<file path="config.mk">
export PLATFORM = sky130hd
export DESIGN_NAME = mul8u_dot_acc
export DESIGN_NICKNAME = d
export VERILOG_FILES = /design/src/rtl/mul8u_acc_pkg.sv /design/src/rtl/mul8u_sat_add.sv /design/src/rtl/mul8u_dot_acc.sv
export SDC_FILE = /design/constraint.sdc
export NUM_CORES = 1
export LEC_CHECK = 0
export ABC_CLOCK_PERIOD_IN_PS = 10290
export BUFFER_PORTS_ARGS = -buffer_cell sky130_fd_sc_hd__buf_4
export CORE_MARGIN = 5
export CORE_UTILIZATION = 28
export CTS_CLUSTER_DIAMETER = 150
export CTS_CLUSTER_SIZE = 25
export DETAILED_ROUTE_END_ITERATION = 10
export GPL_ROUTABILITY_DRIVEN = 0
export PLACE_DENSITY = 0.46
export SLEW_MARGIN = 25
export SYNTH_ARGS = -nofsm -noshare
export SYNTH_HDL_FRONTEND = slang
export SYNTH_SLANG_ARGS = --single-unit
</file>
<file path="constraint.sdc">
create_clock -name clk -period 10.29 [get_ports clk]
set_clock_uncertainty 0.15 [all_clocks]
set_input_delay 1.5435 -clock clk [delete_from_list [all_inputs] [get_ports clk]]
set_output_delay 1.5435 -clock clk [all_outputs]
set_load 0.02 [all_outputs]
</file>
<file path="src/rtl/mul8u_acc_pkg.sv">
// rtl/mul8u_acc_pkg.sv - Shared types and constants for the multiplier dot-product accumulator.
package mul8u_acc_pkg;

  typedef enum logic [1:0] {
    IDLE  = 2'd0,
    ACCUM = 2'd1,
    HOLD  = 2'd2
  } state_t;

  localparam int PROD_W = 16;

  function automatic int cnt_width(input int len);
    return $clog2(len + 1);
  endfunction

endpackage

</file>
<file path="src/rtl/mul8u_sat_add.sv">
// rtl/mul8u_sat_add.sv - Combinational unsigned saturating adder.
module mul8u_sat_add #(
  parameter int W = 24
) (
  input  logic [W-1:0] a,
  input  logic [W-1:0] b,
  output logic [W-1:0] sum,
  output logic         ovf
);

  logic [W:0] w_full;

  assign w_full = {1'b0, a} + {1'b0, b};
  assign ovf    = w_full[W];
  assign sum    = w_full[W] ? {W{1'b1}} : w_full[W-1:0];

endmodule

</file>
<file path="src/rtl/mul8u_dot_acc.sv">
// rtl/mul8u_dot_acc.sv - Accumulates a product stream into one saturated dot-product per vector.
// MUL8U_BIAS_COMP_EN: adds BIAS to every accepted product before accumulation.
module mul8u_dot_acc
  import mul8u_acc_pkg::*;
#(
  parameter  int LEN   = 16,
  parameter  int ACC_W = 24,
  parameter  int BIAS  = 6,
  localparam int CW    = cnt_width(LEN)
) (
  input  logic              clk,
  input  logic              rst_n,
  input  logic              in_valid,
  output logic              in_ready,
  input  logic [PROD_W-1:0] in_prod,
  input  logic              in_last,
  output logic              out_valid,
  input  logic              out_ready,
  output logic [ACC_W-1:0]  out_acc,
  output logic [CW-1:0]     out_cnt,
  output logic              out_ovf
);

`ifdef MUL8U_BIAS_COMP_EN
  localparam bit BIAS_EN = 1'b1;
`else
  localparam bit BIAS_EN = 1'b0;
`endif
  localparam logic [ACC_W:0] TERM_ADD = BIAS_EN ? (ACC_W+1)'(BIAS) : '0;

  state_t            r_state, w_state_nxt;
  logic [ACC_W-1:0]  r_acc, r_out_acc, w_acc_base, w_add_sum, w_acc_nxt;
  logic [ACC_W:0]    w_term_wide;
  logic [CW-1:0]     r_cnt, r_out_cnt, w_cnt_base, w_cnt_nxt;
  logic              r_ovf, r_out_ovf, r_out_valid;
  logic              w_add_ovf, w_ovf_nxt, w_accept, w_term_beat, w_take;

  assign in_ready  = (r_state != HOLD);
  assign w_accept  = in_valid & in_ready;
  assign w_take    = r_out_valid & out_ready;

  // The biased term can itself exceed ACC_W bits when ACC_W is narrow; that also saturates.
  assign w_term_wide = (ACC_W+1)'(in_prod) + TERM_ADD;
  assign w_acc_base  = (r_state == IDLE) ? '0 : r_acc;
  assign w_cnt_base  = (r_state == IDLE) ? '0 : r_cnt;

  mul8u_sat_add #(.W(ACC_W)) u_sat_add (
    .a   (w_acc_base),
    .b   (w_term_wide[ACC_W-1:0]),
    .sum (w_add_sum),
    .ovf (w_add_ovf)
  );

  assign w_acc_nxt   = w_term_wide[ACC_W] ? {ACC_W{1'b1}} : w_add_sum;
  assign w_ovf_nxt   = ((r_state == IDLE) ? 1'b0 : r_ovf) | w_add_ovf | w_term_wide[ACC_W];
  assign w_cnt_nxt   = w_cnt_base + 1'b1;
  assign w_term_beat = in_last | (w_cnt_nxt == CW'(LEN));

  always_comb begin
    w_state_nxt = r_state;
    case (r_state)
      IDLE:    if (w_accept) w_state_nxt = w_term_beat ? HOLD : ACCUM;
      ACCUM:   if (w_accept && w_term_beat) w_state_nxt = HOLD;
      HOLD:    if (w_take) w_state_nxt = IDLE;
      default: w_state_nxt = IDLE;
    endcase
  end

  always_ff @(posedge clk) begin
    if (!rst_n) r_state <= IDLE;
    else        r_state <= w_state_nxt;
  end

  always_ff @(posedge clk) begin
    if (!rst_n) begin
      r_acc       <= '0;
      r_cnt       <= '0;
      r_ovf       <= 1'b0;
      r_out_valid <= 1'b0;
      r_out_acc   <= '0;
      r_out_cnt   <= '0;
      r_out_ovf   <= 1'b0;
    end else begin
      if (w_accept) begin
        r_acc <= w_acc_nxt;
        r_cnt <= w_cnt_nxt;
        r_ovf <= w_ovf_nxt;
        if (w_term_beat) begin
          r_out_valid <= 1'b1;
          r_out_acc   <= w_acc_nxt;
          r_out_cnt   <= w_cnt_nxt;
          r_out_ovf   <= w_ovf_nxt;
        end
      end
      if (w_take) begin
        r_out_valid <= 1'b0;
        r_acc       <= '0;
        r_cnt       <= '0;
        r_ovf       <= 1'b0;
      end
    end
  end

  assign out_valid = r_out_valid;
  assign out_acc   = r_out_acc;
  assign out_cnt   = r_out_cnt;
  assign out_ovf   = r_out_ovf;

endmodule

</file>
==> out/results.tsv <==
stage	metric	value	unit
sta	Tmin final	4.26	ns
sta	period utilisation layout	41.4	%
sta	worst slew pin tran	1.00	ns
cells_and_area	fin cells	657	
grt	gr ovfl total	0	
clock_network	CTS sink cnt	63	
critical_path	CP Class	input port to flop	
grt	antenna violations before repair	0	
clock_network	post-CTS setup buffers	0	
logic_synthesis	Post-Syn Area per Cell	7.99	um^2
logic_synthesis	number of synthesized flops with an enable pin	0	
placement	Inst Count DP	640	
logic_synthesis	synthesized flop and latch total	63	
placement	post-DP HPWL	7400	um
clock_network	Reg clk slew, reported paths	0.06	ns
sta	Setup TNS Final	0	ns
clock_network	CTS tree	built	
logic_synthesis	Synth top area share	35.9	%
power	clock network power share	42.9	%
die	die width	122	um
die	Core Box Area	12500	um^2
power	NetSw	201	uW
die	DIE HEIGHT	122	um
critical_path	CP max FO	14	
cells_and_area	synth-to-layout area growth	23.9	%
critical_path	Critical R2R Launch	r_state[1]$_SDFFE_PN0P_	
critical_path	worst setup path startpoint	in_prod[0]	
drt	number of DRC markers in iteration 0	270	
critical_path	Crit. End Element	flop	
cells_and_area	Antenna diodes	0	
drt	final antenna-violating net count	0	
power	Power Dens Cells	162	nW/um^2
grt	largest net degree at the start of global routing	48	
min_path	worst min path class	flop to flop	
clock_network	CTS root buf	clkbuf_16	
clock_network	Resize count post-CTS	0	
clock_network	Max clock buf depth	2	
critical_path	worst path required time	10.32	ns
grt	vias in the first global route	3181	
logic_synthesis	Mapped Cells	440	
logic_synthesis	sequential area share after synthesis	35.9	%
sta	Slew Viols, Final	0	
logic_synthesis	Mapped Area	3510	um^2
clock_network	Clock Latency Late Sink	0.33	ns
die	Die Area	14900	um^2
die	# IOs	53	
logic_synthesis	yosys warns	0	
die	Rows	41	
power	Seq pwr share	38.7	%
drt	first-pass iteration count of the detailed router	4	
sta	Slew Limit Headroom	33.1	%
die	Starting Density	28.2	%
drt	total wire length	10500	um
logic_synthesis	synth unique cells	46	
power	VDD IR-drop max	0.0000820	V
clock_network	Num CTS Buffers	9	
drt	routed via count	3272	
sta	fmax	235	MHz
clock_network	hold bufs inserted after CTS	0	
cells_and_area	Final nets	519	
placement	PortBufs	52	
sta	endpoints failing setup	0	
logic_synthesis	Post-synth top cells	dfxtp_1, nor2_1, nand2_1, a21oi_1, o21ai_0	
sta	Final Hold Viols	0	
logic_synthesis	FFs w/ async S/R, synth	0	%
grt	GRT Overall Usage	14.4	%
power	combinational cell fraction of total power	18.4	%
drt	Vias/cell	4.98	
logic_synthesis	top_reg_cell synth	dfxtp_1	
power	Pint	505	uW
logic_synthesis	Synth area leader	dfxtp_1	
sta	RSZ-0062 raised after global routing	false	
logic_synthesis	Synthesized Nets	479	
outcome	run status	finished, final reports clean	
power	P_leak	0.00174	uW
critical_path	startpoint types	input port	
critical_path	worst path arrival time	4.29	ns
drt	Residual DRC	0	
power	switching share of power	28.5	%
cells_and_area	layout cell share with drive strength beyond 1	16.5	%
clock_network	H-tree levels	3	
logic_synthesis	top cells by area, synth	dfxtp_1, nor2_1, ha_1	
job	MaxCap Viol Count	0	
min_path	min-delay src	r_ovf$_SDFFE_PP0P_	
grt	first-pass GRT wire length	16800	um
drt	Avg WL per Cell	16.0	um
power groups by stage:
| stage | registers, uW | logic (uW) | clock network, uW |
|---|---|---|---|
| after detailed placement | 278 | 130 | 0 |
| after floorplan | 284 | 77.8 | 0 |
| after global placement | 278 | 129 | 0 |
| final | 273 | 130 | 303 |
| after global routing | 275 | 144 | 323 |
| after CTS | 273 | 130 | 312 |
final timing paths:
check	to	slack, ns	depth (start not counted)
min	r_ovf$_SDFFE_PP0P_	0.33	2
max	out_acc[23]$_SDFFE_PN0P_	6.03	10
max reg2reg	out_acc[23]$_SDFFE_PN0P_	6.17	11
min reg2reg	r_ovf$_SDFFE_PP0P_	0.33	2
layer usage:
layer | GRT usage [%] | wire length [um] | share of wire, %
met1 | 19.3 | 5100 | 49
met4 | 4.62 | 120 | 1.1
met3 | 2.51 | 457 | 4.4
met5 | 0 | 0 | 0
met2 | 23.6 | 4820 | 46
critical path: stages:
cell and delay, ns:
buf_4 0.11, ha_1 0.21, fa_1 0.43, a211oi_1 0.35
o21a_1 0.20, or4b_4 0.15, a31oi_4 0.13, and2_1 0.41
nor3_1 0.60, a31oi_1 0.15
per-stage QoR:
step	area, um^2	utilization [%]	total power, uW	hold slack, ns	worst slack [ns]
finish	4350	34.9	706	0.329	6.03
global route	4350	34.9	742	0.358	5.78
CTS	4330	34.7	715	0.328	6.04
detailed placement	4030	32.4	408	0.320	5.71
global placement	4030	32.4	407	0.316	5.83
floorplan	3510	-	362	0.305	6.34
registers in the layout (all words and copies together) (netlist names):
register and count:
out_cnt 5, r_state 2, r_cnt 5, r_ovf 1, out_valid 1, r_acc 24
out_ovf 1, out_acc 24
layout by cell type, fill, tap and decap left out, types with 3 or more instances in the layout:
cell,netlist,routed
a31oi_1,9,9
nor2_1,63,62
a21oi_1,37,37
nand4_1,4,4
dfxtp_1,63,63
and2_1,23,23
a21o_1,5,5
nand2_1,40,40
o211ai_1,4,4
o221a_2,6,6
o21ai_0,33,33
xor2_1,11,11
o21a_1,4,4
clkbuf_16,0,9
xnor2_1,9,9
clkinv_2,0,3
o211a_1,3,3
mux2i_1,5,5
nand3_1,16,16
ha_1,17,17
a211oi_1,25,25
nor3_1,8,8
buf_4,2,53
cell families after synthesis:
logic type / after synthesis / synth area share (%)
buf+inv: 28 / 3.20
flops: 63 / 35.9
fa+ha+maj: 18 / 6.62
simple gates: 166 / 21.9
compound gates: 140 / 26.0
mux: 5 / 1.42
xor+xnor: 20 / 4.98
cell type report:
cell class / count / area (um^2)
fill: 1321 / 8110
timing repair buffer: 54 / 425
clock inverter: 4 / 45.0
multi-input combinational: 349 / 2150
inverter: 3 / 11.3
sequential: 63 / 1260
clock buffer: 12 / 246
tap: 172 / 215
Power figures use the tool's default switching activity.
